===== config.mk =====
export PLATFORM = sky130hd
export DESIGN_NAME = fifo_wr_arbiter
export DESIGN_NICKNAME = d
export VERILOG_FILES = /design/src/rtl/fifo_arb_pkg.sv /design/src/rtl/arb_beat_counter.sv /design/src/rtl/fifo_wr_arbiter.sv
export SDC_FILE = /design/constraint.sdc
export NUM_CORES = 1
export LEC_CHECK = 0
export CORE_MARGIN = 3
export CORE_UTILIZATION = 38
export DETAILED_ROUTE_END_ITERATION = 7
export GPL_ROUTABILITY_DRIVEN = 0
export PLACE_DENSITY = 0.88
export SLEW_MARGIN = 0
export SYNTH_ARGS = -nofsm -noshare
export SYNTH_HDL_FRONTEND = slang
export SYNTH_SLANG_ARGS = --single-unit

===== constraint.sdc =====
create_clock -name iCLK -period 2.9 [get_ports iCLK]
set_input_delay 0.435 -clock iCLK [delete_from_list [all_inputs] [get_ports iCLK]]
set_output_delay 0.435 -clock iCLK [all_outputs]
set_load 0.02 [all_outputs]

===== src/rtl/fifo_arb_pkg.sv =====
// Shared types and defaults for the two-requester FIFO write arbiter.
package fifo_arb_pkg;

  typedef enum logic [1:0] {
    IDLE   = 2'd0,
    BURST0 = 2'd1,
    BURST1 = 2'd2
  } arb_state_e;

  localparam int unsigned BURST_LEN_DEF = 4;

  // Narrowest counter that can hold the value n.
  function automatic int unsigned cnt_w(input int unsigned n);
    return $clog2(n + 1);
  endfunction

endpackage


===== src/rtl/arb_beat_counter.sv =====
// Beat counter for one arbitration tenure: clear, increment, last-beat flag.
module arb_beat_counter #(
  parameter int unsigned BURST_LEN = 4,
  parameter int unsigned CW        = 3
) (
  input  logic clk_i,
  input  logic rst_i,
  input  logic clr_i,
  input  logic inc_i,
  output logic last_o
);

  logic [CW-1:0] cnt_q, cnt_d;

  always_comb begin
    cnt_d = cnt_q;
    if (clr_i)      cnt_d = '0;
    else if (inc_i) cnt_d = cnt_q + 1'b1;
  end

  always_ff @(posedge clk_i) begin
    if (rst_i) cnt_q <= '0;
    else       cnt_q <= cnt_d;
  end

  // High when the next accepted beat completes the tenure.
  assign last_o = (cnt_q == CW'(BURST_LEN - 1));

endmodule


===== src/rtl/fifo_wr_arbiter.sv =====
// Two-requester burst arbiter feeding one FIFO write port.
// Optional: ARB_HALF_FULL_THROTTLE_EN throttles requester 1 on half-full.
module fifo_wr_arbiter
  import fifo_arb_pkg::*;
#(
  parameter int unsigned WIDTH     = 8,
  parameter int unsigned BURST_LEN = BURST_LEN_DEF
) (
  input  logic             iCLK,
  input  logic             iRST,
  input  logic             iReq0,
  input  logic             iReq1,
  input  logic [WIDTH-1:0] iData0,
  input  logic [WIDTH-1:0] iData1,
  output logic             oAck0,
  output logic             oAck1,
  input  logic             iFull,
  input  logic             iHalfFull,
  output logic             oWrEn,
  output logic [WIDTH-1:0] oWrData,
  output logic [1:0]       oGrant,
  output logic             oBusy
);

  localparam int unsigned CW = cnt_w(BURST_LEN);

  arb_state_e state_q, state_d;
  logic       last_q, last_d;
  logic       el0, el1;
  logic       thr_ok, hf_exit;
  logic       ack0, ack1;
  logic       beat_last;
  logic       cnt_clr;

`ifdef ARB_HALF_FULL_THROTTLE_EN
  assign thr_ok  = ~iHalfFull;
  assign hf_exit = iHalfFull;
`else
  logic hf_unused;
  assign hf_unused = iHalfFull;
  assign thr_ok    = 1'b1;
  assign hf_exit   = 1'b0;
`endif

  assign el0 = iReq0 & ~iFull;
  assign el1 = iReq1 & ~iFull & thr_ok;

  always_comb begin
    state_d = state_q;
    last_d  = last_q;
    ack0    = 1'b0;
    ack1    = 1'b0;
    oGrant  = 2'b00;
    oWrData = '0;
    oBusy   = 1'b0;
    unique case (state_q)
      IDLE: begin
        if (el0 & el1) state_d = last_q ? BURST0 : BURST1;
        else if (el0)  state_d = BURST0;
        else if (el1)  state_d = BURST1;
      end
      BURST0: begin
        oGrant  = 2'b01;
        oBusy   = 1'b1;
        oWrData = iData0;
        ack0    = iReq0 & ~iFull & ~iRST;
        if (~iReq0 | (ack0 & beat_last)) begin
          state_d = IDLE;
          last_d  = 1'b0;
        end
      end
      BURST1: begin
        oGrant  = 2'b10;
        oBusy   = 1'b1;
        oWrData = iData1;
        ack1    = iReq1 & ~iFull & thr_ok & ~iRST;
        if (~iReq1 | hf_exit | (ack1 & beat_last)) begin
          state_d = IDLE;
          last_d  = 1'b1;
        end
      end
      default: state_d = IDLE;
    endcase
    // Reset cycle presents an idle port even if a burst was in flight.
    if (iRST) begin
      oGrant  = 2'b00;
      oWrData = '0;
      oBusy   = 1'b0;
    end
  end

  always_ff @(posedge iCLK) begin
    if (iRST) begin
      state_q <= IDLE;
      last_q  <= 1'b1;
    end else begin
      state_q <= state_d;
      last_q  <= last_d;
    end
  end

  assign cnt_clr = (state_q == IDLE) | (state_d == IDLE);

  arb_beat_counter #(
    .BURST_LEN (BURST_LEN),
    .CW        (CW)
  ) u_cnt (
    .clk_i  (iCLK),
    .rst_i  (iRST),
    .clr_i  (cnt_clr),
    .inc_i  (ack0 | ack1),
    .last_o (beat_last)
  );

  assign oAck0 = ack0;
  assign oAck1 = ack1;
  assign oWrEn = ack0 | ack1;

endmodule


* Yosys cells after proc, flatten, opt, wreduce, memory -nomap -nowiden
Index checks and enable logic that the tools add are counted.
** Storage, ports and cells
- Register bits :: 6
- Word-level logic and storage cells :: 48
- Input port bits :: 22
** Cells by class
- Add/subtract/negate cells :: 1
- Bitwise operators :: 15
- Reductions and logical operators :: 6
- Muxes and demuxes :: 18
- Eq/ne operators :: 5
** Operators with widths (number)
- $pmux W8 S2 :: 1
- $mux W2 :: 7
- $mux W8 :: 1
- $and A1 B1 Y1 :: 7
- $mux W1 :: 6
- $pmux W2 S3 :: 1
- $logic_not A2 Y1 :: 2
- $ne A2 B2 Y1 const B :: 2
- $not A1 Y1 :: 4
- $or A1 B1 Y1 :: 4
- $pmux W2 S2 :: 1
- $reduce_or A2 Y1 :: 2
- $add A3 B1 Y3 const B :: 1
- $eq A3 B2 Y1 const B :: 1
- $reduce_and A3 Y1 :: 1
- $eq A2 B1 Y1 const B :: 1
- $eq A2 B2 Y1 const B :: 1
- $pmux W1 S2 :: 1
- $reduce_bool A2 Y1 :: 1

* Logic depth before layout (Yosys ltp)
- Word-level depth :: 10
- Gate-level depth with buffers :: 7

* Modules after synthesis
A second synthesis with hierarchy kept.
** Unflattened totals
- Cells, all modules :: 68
- Area, all modules :: 578.1 µm²
** By module, submodules not included
- fifo_wr_arbiter :: instances 1, cells an instance 56, area an instance 431.7 µm²
- arb_beat_counter :: instances 1, cells an instance 12, area an instance 146.4 µm²

* Worst setup path after synthesis
Ideal clock, no wire load.
- Path type :: register to output
- Start point :: reg state_q[0]
- End point :: out oAck1
- Arrival :: 1.521 ns
- Stages on the path, launching flop included :: 6
- Path slack :: 0.944 ns
- Cell sequence :: dfxtp_1 > inv_2 > ha_1 > buf_2 > nor2b_1 > and3_1
** Between the ends
- Longest elaborated chain between the ends :: 2
** Ends and longest elaborated chain
- start: declaration :: line fifo_wr_arbiter.sv:27 : arb_state_e state_q, state_d;
- start signal: assignment :: line fifo_wr_arbiter.sv:97 : state_q <= state_d;
- $eq A2 B2 Y1 :: line fifo_wr_arbiter.sv:56 : unique case (state_q)
- $mux W1 :: line fifo_wr_arbiter.sv:56
- end: declaration :: line fifo_wr_arbiter.sv:16 : output logic oAck1,
Every way passes these cells.

* Worst setup path in the final report
- Start point :: reg state_q[1]
- End point :: out oWrEn
** Between the ends
- Longest elaborated chain between the ends :: 3
- Elaborated cells on any way between the ends :: 5
- Those cells by class :: 2 x eq/ne; 2 x mux; 1 x bitwise
** Ends and longest elaborated chain
- $eq A2 B1 Y1 / $eq A2 B2 Y1 (equally long branches) :: line fifo_wr_arbiter.sv:56
- $mux W1 :: line fifo_wr_arbiter.sv:56
- $or A1 B1 Y1 (*) :: line fifo_wr_arbiter.sv:117 : assign oWrEn = ack0 | ack1;
- end: declaration :: line fifo_wr_arbiter.sv:19 : output logic oWrEn,
Mark *: on every way between the ends. The rest lies on a longest branch, timed or not.

==> summary.md <==
| Metric | Value |
|---|---|
| Die Y | 44.3 µm |
| Final Cycle Share | 91.8% |
| Die area | 1960 µm² |
| IO Count | 36 |
| Min Tclk post-route | 2.66 ns |
| MaxCap Viol Count | 0 |
| Mapped Cells | 66 |
| Max Transition Viols Final | 0 |
| Setup Skew | 0.00782 ns |
| Warnings, synthesis | 0 |
| Worst-Margin Slew | 0.416 ns |
| CTS Buf Count | 3 |
| Buf/Inv on CP | 2 |
| Ratio of cells with drive above 1 in the final layout | 11.8% |
| Post-Syn Nets | 94 |
| CP Depth | 5 |
| DR DRC count | 0 |
| Placed cell count | 114 |
| Design Area, Final | 931 µm² |
| Hold-fix buffers, CTS | 0 |
| Clock sink total | 6 |
| FF-to-FF setup slack | 1.17 ns |
| FMAX | 376 MHz |
| Largest net degree at the start of global routing | 11 |
| Maximum clock path buffer count | 2 |
| Gr ovfl total | 0 |
| CP Launch Type | flop |
| Leakage | 0.349 nW |
| Row cnt | 13 |
| Setup TNS | 0 ns |
| Placed inst area | 908 µm² |
| Commonest non-fill, non-tap cell in the layout | clkdlybuf4s50_1 |
| RSZ-0062 raised after global routing | false |
| Clock slew at reported path FFs | 0.05 ns |
| Delay-heaviest family, CP | buffers and inverters |
| Dpl hpwl | 1280 µm |
| Critical path class | reg2out |
| Endpoints failing setup | 0 |
| Status | finished, final reports clean |
| Reg2reg path depth | 6 |
| Post-synth cell types | 26 |
| Core Region | 1330 µm² |
| Via count | 610 |
| CP endpoint | oWrEn |
| Worst skew pair latency | 0.24 ns |
| Hold depth | 2 |
| IO Port Bufs | 34 |
| CP max stage delay | 0.66 ns |
| Worst min-delay path category | reg2reg |
| Post-DRT Antenna Nets | 0 |
| Via density | 5.21 |
| Die Wd | 44.3 µm |
| Final-stage net count | 132 |
| Critical R2R Launch | state_q[1] |
| First-pass GRT wire length | 2640 µm |
| Rel. slew slack | 72.1% |
| DRT iter0 DRCs | 9 |
| Finished Layout Cells | 117 |
| Post-synthesis average cell area | 8.46 µm² |
| First-pass DRT Iterations | 4 |
| Crit end category | output pin |
| Maximum vdd ir drop | 0.280 mV |
| Routed length per instance | 13.4 µm |
| Vias in the first global route | 597 |
| CTS H-tree depth | 1 |
| Synthesized area | 558 µm² |
| Starting Density | 41.8% |
| Yosys reg bits | 6 |
| P per Cell Area | 290 nW/µm² |
| Register area share after synthesis | 21.5% |
| Critical path arrival | 2.23 ns |
| Total setup buffers inserted after CTS | 0 |
| Root buffer cell | clkbuf_4 |
| # diodes | 0 |
| CTS tree | done |
| Initial antenna violation count | 0 |
| CP Launch Point | state_q[1] |
| Final wirelength | 1570 µm |
| CTS resizes | 0 |
| Fin. Hold Viols | 0 |
| Crit path max-delay cell type | clkdlybuf4s50_1 |
| Critical R2R Capture | u_cnt.cnt_q[1] |
| Area Overhead vs Synth | 66.8% |
| Most frequent cells in the layout | 34 x clkdlybuf4s50_1, 12 x nor2_1, 8 x a22oi_1 |
| Tot GR Track Use | 17.6% |
| Crit path required time | 2.47 ns |
| Largest fanout on the critical path | 10 |
| Cells along the critical path | inv_1, ha_1, a22oi_4, nor3_4, clkdlybuf4s50_1 |
| Hold Slack | 0.508 ns |
-- cell usage after synthesis --
cell type  number  area (µm²)
o211ai_1        1        7.51
a2111oi_4       1        27.5
o21ai_1         2        10.0
nand2_2         1        6.26
a22oi_1         8        60.1
mux2i_1         1        10.0
xnor2_1         1        8.76
a21oi_4         1        16.3
nor3_1          1        5.00
nor3_4          1        16.3
a211oi_1        1        7.51
nor2b_1         3        18.8
a2bb2oi_1       1        8.76
inv_1           5        18.8
ha_1            6        75.1
inv_2           2        7.51
buf_2           1        5.00
and3_1          2        12.5
nor2_1         12        45.0
a22oi_4         1        21.3
a211oi_2        1        12.5
nand2_1         4        15.0
buf_6           1        11.3
dfxtp_1         6         120
o21ai_0         1        5.00
and2_1          1        6.26
-- cells by family after synthesis --
kind of cell	after synthesis	synth area share [%]
fa+ha+maj	6	13.5
buf+inv	9	7.62
compound gates	18	31.6
mux	1	1.79
xor+xnor	1	1.57
flops	6	21.5
simple gates	25	22.4
-- per-layer routing --
metal,up-vias,GRT usage [%],share of wire [%]
li1,305,-,-
met1,275,22.2,41
met2,30,28.8,47
met3,0,7.72,11
met4,0,1.81,0
met5,-,0,0
-- where the power goes --
part	internal (mW)	switching [mW]
combinational	0.0546	0.0494
sequential	0.0871	0.00366
clock	0.0467	0.0290
total	0.188	0.0820
-- tightest hold or removal path, delay by kind of cell (launching register included) --
family,cells,cell delay [ns]
AO/OA/AOI/OAI,2,0.15
flip-flops,1,0.32
-- sequential cells by signal (all words and copies together) (netlist names) --
signal       flops
u_cnt.cnt_q      3
state_q          2
last_q           1
-- per-stage QoR --
stage	total power [mW]	worst slack, ns	utilization [%]
after global placement	0.193	0.334	68.1
after CTS	0.274	0.233	69.8
after floorplan	0.147	0.944	-
after detailed placement	0.196	0.275	68.1
final	0.270	0.238	69.8
after global routing	0.287	0.123	69.8
-- worst min-delay path by stage --
stage / end / start / slack [ns]
after floorplan: last_q / last_q / 0.46
after global placement: last_q / last_q / 0.48
after detailed placement: last_q / last_q / 0.50
after CTS: last_q / last_q / 0.51
after global routing: u_cnt.cnt_q[1] / u_cnt.cnt_q[1] / 0.55
final: last_q / last_q / 0.51
-- cell type report --
| class | instances | area (µm²) |
|---|---|---|
| fill | 108 | 403 |
| multi-input combinational | 51 | 395 |
| timing repair buffer | 35 | 348 |
| sequential | 6 | 120 |
| inverter | 7 | 26.3 |
| clock buffer | 3 | 22.5 |
| tap | 15 | 18.8 |
(Power assumes the default switching activity.)
